[src/rtl/dmem_arbiter.sv]
// Two-port arbiter in front of a single-port 2Kx32 data RAM: port 0 wins by default,
// and a starvation counter forces port 1 through after STARVE_LIMIT consecutive denials.
module dmem_arbiter #(
  parameter int ADDR_W       = 11,
  parameter int DATA_W       = 32,
  parameter int STARVE_LIMIT = 4
) (
  input  logic              clk,
  input  logic              rst_n,
  input  logic              p0_valid,
  input  logic              p0_we,
  input  logic [ADDR_W-1:0] p0_addr,
  input  logic [DATA_W-1:0] p0_wdata,
  output logic              p0_ready,
  output logic              p0_rvalid,
  output logic [DATA_W-1:0] p0_rdata,
  input  logic              p1_valid,
  input  logic              p1_we,
  input  logic [ADDR_W-1:0] p1_addr,
  input  logic [DATA_W-1:0] p1_wdata,
  output logic              p1_ready,
  output logic              p1_rvalid,
  output logic [DATA_W-1:0] p1_rdata,
  output logic              mem_cen,
  output logic              mem_wen,
  output logic              mem_oen,
  output logic [ADDR_W-1:0] mem_addr,
  output logic [DATA_W-1:0] mem_d,
  input  logic [DATA_W-1:0] mem_q
);

  localparam logic [3:0] LIMIT = 4'(STARVE_LIMIT);

  typedef struct packed {
    logic valid;
    logic id;
  } rd_owner_t;

  logic      grant0;
  logic      grant1;
  logic      read_grant;
  logic [3:0] starve_cnt;
  rd_owner_t rd_owner;

  // Grants are forced low during reset so nothing reaches the RAM while rst_n is low.
  // NOTE: every always_comb output gets a default first, so no path can infer a latch.
  always_comb begin
    grant0 = 1'b0;
    grant1 = 1'b0;
    if (rst_n) begin
      if (p1_valid && (!p0_valid || starve_cnt == LIMIT)) grant1 = 1'b1;
      else if (p0_valid)                                  grant0 = 1'b1;
    end
  end

  assign p0_ready   = grant0;
  assign p1_ready   = grant1;
  assign read_grant = (grant0 && !p0_we) || (grant1 && !p1_we);

  always_comb begin
    mem_cen  = 1'b1;
    mem_wen  = 1'b1;
    mem_addr = '0;
    mem_d    = '0;
    if (grant0) begin
      mem_cen  = 1'b0;
      mem_wen  = ~p0_we;
      mem_addr = p0_addr;
      mem_d    = p0_wdata;
    end else if (grant1) begin
      mem_cen  = 1'b0;
      mem_wen  = ~p1_we;
      mem_addr = p1_addr;
      mem_d    = p1_wdata;
    end
  end

  assign mem_oen = 1'b0;

  // NOTE: sequential state uses non-blocking assignments so every flop samples pre-edge values.
  always_ff @(posedge clk or negedge rst_n) begin
    if (!rst_n) begin
      starve_cnt <= '0;
      rd_owner   <= '0;
    end else begin
      if (grant1 || !p1_valid)               starve_cnt <= '0;
      else if (grant0 && starve_cnt < LIMIT) starve_cnt <= starve_cnt + 4'd1;
      rd_owner <= read_grant ? rd_owner_t'{valid: 1'b1, id: grant1} : '0;
    end
  end

  // Read data is returned only to the port that owns the access of the previous edge.
  assign p0_rvalid = rd_owner.valid && !rd_owner.id;
  assign p1_rvalid = rd_owner.valid &&  rd_owner.id;
  assign p0_rdata  = p0_rvalid ? mem_q : '0;
  assign p1_rdata  = p1_rvalid ? mem_q : '0;

endmodule

[config.mk]
export PLATFORM = sky130hd
export DESIGN_NAME = dmem_arbiter
export DESIGN_NICKNAME = d
export VERILOG_FILES = /design/src/rtl/dmem_arbiter.sv
export SDC_FILE = /design/constraint.sdc
export NUM_CORES = 1
export LEC_CHECK = 0
export ABC_AREA = 1
export CORE_AREA = 2 2 92 94
export CTS_BUF_LIST = sky130_fd_sc_hd__clkbuf_16
export DETAILED_ROUTE_END_ITERATION = 12
export DIE_AREA = 0 0 94 96
export DONT_BUFFER_PORTS = 1
export HOLD_SLACK_MARGIN = 0.1
export PLACE_DENSITY = 0.3
export SYNTH_ARGS = -nofsm -noshare
export SYNTH_HDL_FRONTEND = slang
export SYNTH_SLANG_ARGS = --single-unit
[constraint.sdc]
create_clock -name clk -period 4.3 [get_ports clk]
set_input_delay 0.86 -clock clk [delete_from_list [all_inputs] [get_ports clk]]
set_output_delay 0.86 -clock clk [all_outputs]
set_load 0.02 [all_outputs]
After elaboration in Yosys (flattened, before gate mapping)
Index checks and enable logic that the tools add are counted.
{"block": "word_totals", "rom_bits": 0, "wordCells": 41, "mem_count": 0, "latchBits": 0, "ram_bits": 0, "output_inout_bits": 114, "inputBits": 124, "reg_bits": 6}
{"block": "op_classes", "bitwise_logic": 2, "n_shift": 0, "addsub": 1, "order_cmp": 1, "n_mul": 0, "muxes": 18, "n_div": 0, "n_eq_ne": 1, "n_reduce_logical": 15}
{"operator": "$mux 32", "count": 4}
{"operator": "$mux 11", "count": 2}
{"operator": "$mux 1", "count": 9}
{"operator": "$mux 4", "count": 2}
{"operator": "$logic_and 1x1->1", "count": 6}
{"operator": "$logic_not 1->1", "count": 5}
{"operator": "$add 4x1->4 const B", "count": 1}
{"operator": "$eq 4x3->1 const B", "count": 1}
{"operator": "$lt 4x3->1 const B", "count": 1}
{"operator": "$logic_or 1x1->1", "count": 3}
{"operator": "$mux 2", "count": 1}
{"operator": "$not 1->1", "count": 2}
{"operator": "$reduce_bool 2->1", "count": 1}

Depth between registers and ports, before layout
{"block": "logic_depth", "word_depth": 8, "mapped_depth": 10, "ltp_nobuf": 9}

Least setup slack after synthesis
Ideal clock, no wire load.
{"block": "synth_timing", "path_kind": "input-to-output", "startpoint": "input port p0_valid", "endpoint": "output port mem_cen", "path_slack_ps": 1855, "arrival_time_ps": 1585, "n_path_buf": 1, "cell_stages": 6, "path_cell_list": "nand2_4 > nand2_2 > nand2_4 > inv_6 > buf_12 > nor2_1"}
{"item": "start, declared", "line_no": "10", "rtl": "input logic p0_valid,"}
{"item": "$logic_not 1->1", "line_no": "51", "rtl": "if (p1_valid && (!p0_valid || starve_cnt == LIMIT)) grant1 = 1'b1;"}
{"item": "$logic_or 1x1->1", "line_no": "51"}
{"item": "$logic_and 1x1->1", "line_no": "51"}
{"item": "$mux 1 (*)", "line_no": "51"}
{"item": "$mux 1 (*)", "line_no": "50", "rtl": "if (rst_n) begin"}
{"item": "named net p0_ready", "line_no": "14", "rtl": "output logic p0_ready,"}
{"item": "$mux 1 (*)", "line_no": "65", "rtl": "if (grant0) begin"}
{"item": "end, declared", "line_no": "24", "rtl": "output logic mem_cen,"}
The timed path passes the listed nets; every way through them passes the cells marked *.

Worst setup path in the final report
{"block": "layout_timing", "startpoint": "register rd_owner[0] (netlist bit)", "endpoint": "output port p0_rdata[1]"}
{"block": "layout_via", "elab_chain_len": 3}
{"item": "start, declared", "line_no": "43", "rtl": "rd_owner_t rd_owner;"}
{"item": "start signal, assigned", "line_no": "88", "rtl": "rd_owner <= read_grant ? rd_owner_t'{valid: 1'b1, id: grant1} : '0;"}
{"item": "$logic_not 1->1", "line_no": "93", "rtl": "assign p0_rvalid = rd_owner.valid && !rd_owner.id;"}
{"item": "$logic_and 1x1->1", "line_no": "93"}
{"item": "named net p0_rvalid", "line_no": "15", "rtl": "output logic p0_rvalid,"}
{"item": "$mux 32", "line_no": "95", "rtl": "assign p0_rdata = p0_rvalid ? mem_q : '0;"}
{"item": "end, declared", "line_no": "16", "rtl": "output logic [DATA_W-1:0] p0_rdata,"}
The timed path passes the listed nets, and every way through them passes these cells.

==> impl_results.md <==
* Status: complete, no violations
* Crit Path Category: reg -> out
* Sw frac at 40.11%
* Max_cap viols at 0
* Seq pwr share at 17.9%
* Vias in the first global route at 1228
* Crit start category: register
* First-pass GRT wire length at 6.065 mm
* HP Class: in -> async
* Core area at 0.008051 sq mm
* WP data required at 3440 ps
* Post-cts resize count at 0
* Int Power at 0.0001969 W
* Clock Latency Late Sink at 230 ps
* Fin crit period at 2914 ps
* Final WL at 5.107 mm
* Most frequent cells in the layout: 129 x nand2_1, 70 x nor2_1, 41 x inv_1
* Syn Area/Cell at 4.792 sq um
* Post-route cell area at 0.001458 sq mm
* CTS max path bufs at 2
* Fmax at 343.1 MHz
* Layout cell share with drive strength beyond 1 at 6.522%
* GRT Residual Overflow at 0
* Critical path cell sequence: nor2_1 > inv_1 > nor2_1
* Clock power frac at 45.3%
* I/O pin cnt at 238
* Clk root buf: clkbuf_16
* Starting Density at 17.14%
* Number of synthesized flops with an enable pin at 0
* Antenna viol nets, final at 0
* Crit-path slowest cell: inv_1
* Drt drc at 0
* CP most frequent cell: nor2_1
* CP top delay family: simple AND/OR/NAND/NOR gates
* Routability cong. at 0.7568
* CP Max Fanout at 32
* Synthesized instance count at 288
* #FFs+latches synth at 6
* Fin Setup TNS at 0 ps
* Die width at 94 microns
* Critical path arrival at 2050 ps
* Least-Margin Pin Slew at 1077 ps
* Psw at 0.0001319 W
* Slew Limit Fails at 0
* Final worst-path cycle share at 67.77%
* Antenna violations before repair at 0
* Number of DRC markers in iteration 0 at 75
* CTS Buf Count at 3
* Post-synthesis sequential area ratio at 10.88%
* Final hold vios at 0
* CP peak stage delay at 540 ps
* Clk slew on worst S/H paths at 30 ps
* Max VDD drop at 0.1386 mV
* Die area at 0.009024 sq mm
* Setup Skew at 1.685 ps
* Total power at 0.0003287 W
* Aggregate global-route resource usage at 8.705%
* Asr flop ratio synth at 100.0%
* Worst path buffer plus inverter count at 1
* Commonest non-fill, non-tap cell in the layout: nand2_1
* CTS Hold Buffers Added at 0
* N_diodes at 0
* Final Setup Violations at 0
* Nets at 404
* CP Capture Type: output port
* Drt first pass iters at 4
* PortBufs at 0
* Synth Flop Type: dfrtp_1
* Static Leak at 0.9259 nW
* H-tree Lvls at 1
* Post-Syn Area at 0.001380 sq mm
* P per Cell Area at 225.5 mW/mm^2
* Logic pwr share at 36.8%
* Total number of vias at 1633
* Setup bufs post-CTS at 0
* CTS tree: yes
* Clk sink count at 6
* Placed instance area at 0.001383 sq mm
* Die Span Y at 96 microns
* Yosys cell types at 23
* Area grow syn2layout at 5.621%
* Std-Cell Rows at 33
* Synth Net Count at 414
* Synthesis Warnings at 0
* Drt wl/cell at 13.40 microns
* DP HPWL at 4.360 mm
* Unrepaired setup endpoints after global routing: false
* Maximum number of pins on one net before global-route repair at 47
* DR vias/cell at 4.286
* Slew HR at 28.00%
-- worst paths after layout --
check	slack [ps]	cells past startpoint	to	startpoint
hold reg to reg	550	2	starve_cnt[1]	starve_cnt[1]
min in group clk	550	2	starve_cnt[1]	starve_cnt[1]
hold / removal	330	0	starve_cnt[0]	rst_n
max in group asynchronous	3900	0	rd_owner[1]	rst_n
setup reg to reg	2980	9	starve_cnt[1]	starve_cnt[0]
setup / recovery	1390	3	p0_rdata[1]	rd_owner[0]
-- Yosys cell counts, types with 2 or more instances --
cell      count  share of area [%]
nor2_1       70                 19
nand3_1       5                1.8
clkbuf_1      6                1.6
inv_1        41                 11
dfrtp_1       6                 11
ha_1          2                1.8
nand2_4       2                1.6
nand2_1     129                 35
buf_6         7                5.7
nand2_2       7                3.2
-- metrics by stage --
stage               worst slack (ps)  utilization, %  hold WS (ps)  cells
floorplan                       1855               -         496.2    288
CTS                             1350           18.10         327.7    381
global route                    1171           18.10         320.8    381
finish                          1386           18.10         330.2    381
detailed placement              1592           17.17         537.0    378
global placement                1546           17.17         536.1    378
-- layer usage --
| layer | GRT usage, % | vias to the layer above | share of wire [%] |
|---|---|---|---|
| met5 | 0 | - | 0 |
| met4 | 0.3623 | 0 | 0 |
| met3 | 2.349 | 0 | 8.0 |
| met2 | 17.44 | 128 | 54 |
| met1 | 9.557 | 707 | 38 |
| li1 | - | 798 | - |
-- sequential cells by signal, summed over array words and instances, names as in the netlist --
register	flops
starve_cnt	4
rd_owner	2
-- kinds of logic after synthesis --
kind of cell / share of synthesized area [%]
fa+ha+maj: 1.813
compound gates: 1.994
other cells: 0.2717
simple gates: 63.19
buf+inv: 21.85
flops: 10.88
-- power by group through the flow --
stage	Sequential, W	Clock (W)	Combinational, W
after floorplan	0.0000595	0	0.000117
after global placement	0.0000597	0	0.000123
after detailed placement	0.0000597	0	0.000122
after CTS	0.0000590	0.000151	0.000122
after global routing	0.0000591	0.000158	0.000134
final	0.0000590	0.000149	0.000121
-- final cells by class --
| type | instances | area, sq um |
|---|---|---|
| multi-input cells | 223 | 928.4 |
| well taps | 105 | 131.4 |
| flip-flops and latches | 6 | 150.1 |
| fillers | 950 | 6594 |
| clock buffers | 3 | 75.07 |
| inverters | 44 | 172.7 |
No activity file was read; power rests on OpenSTA's default activity.
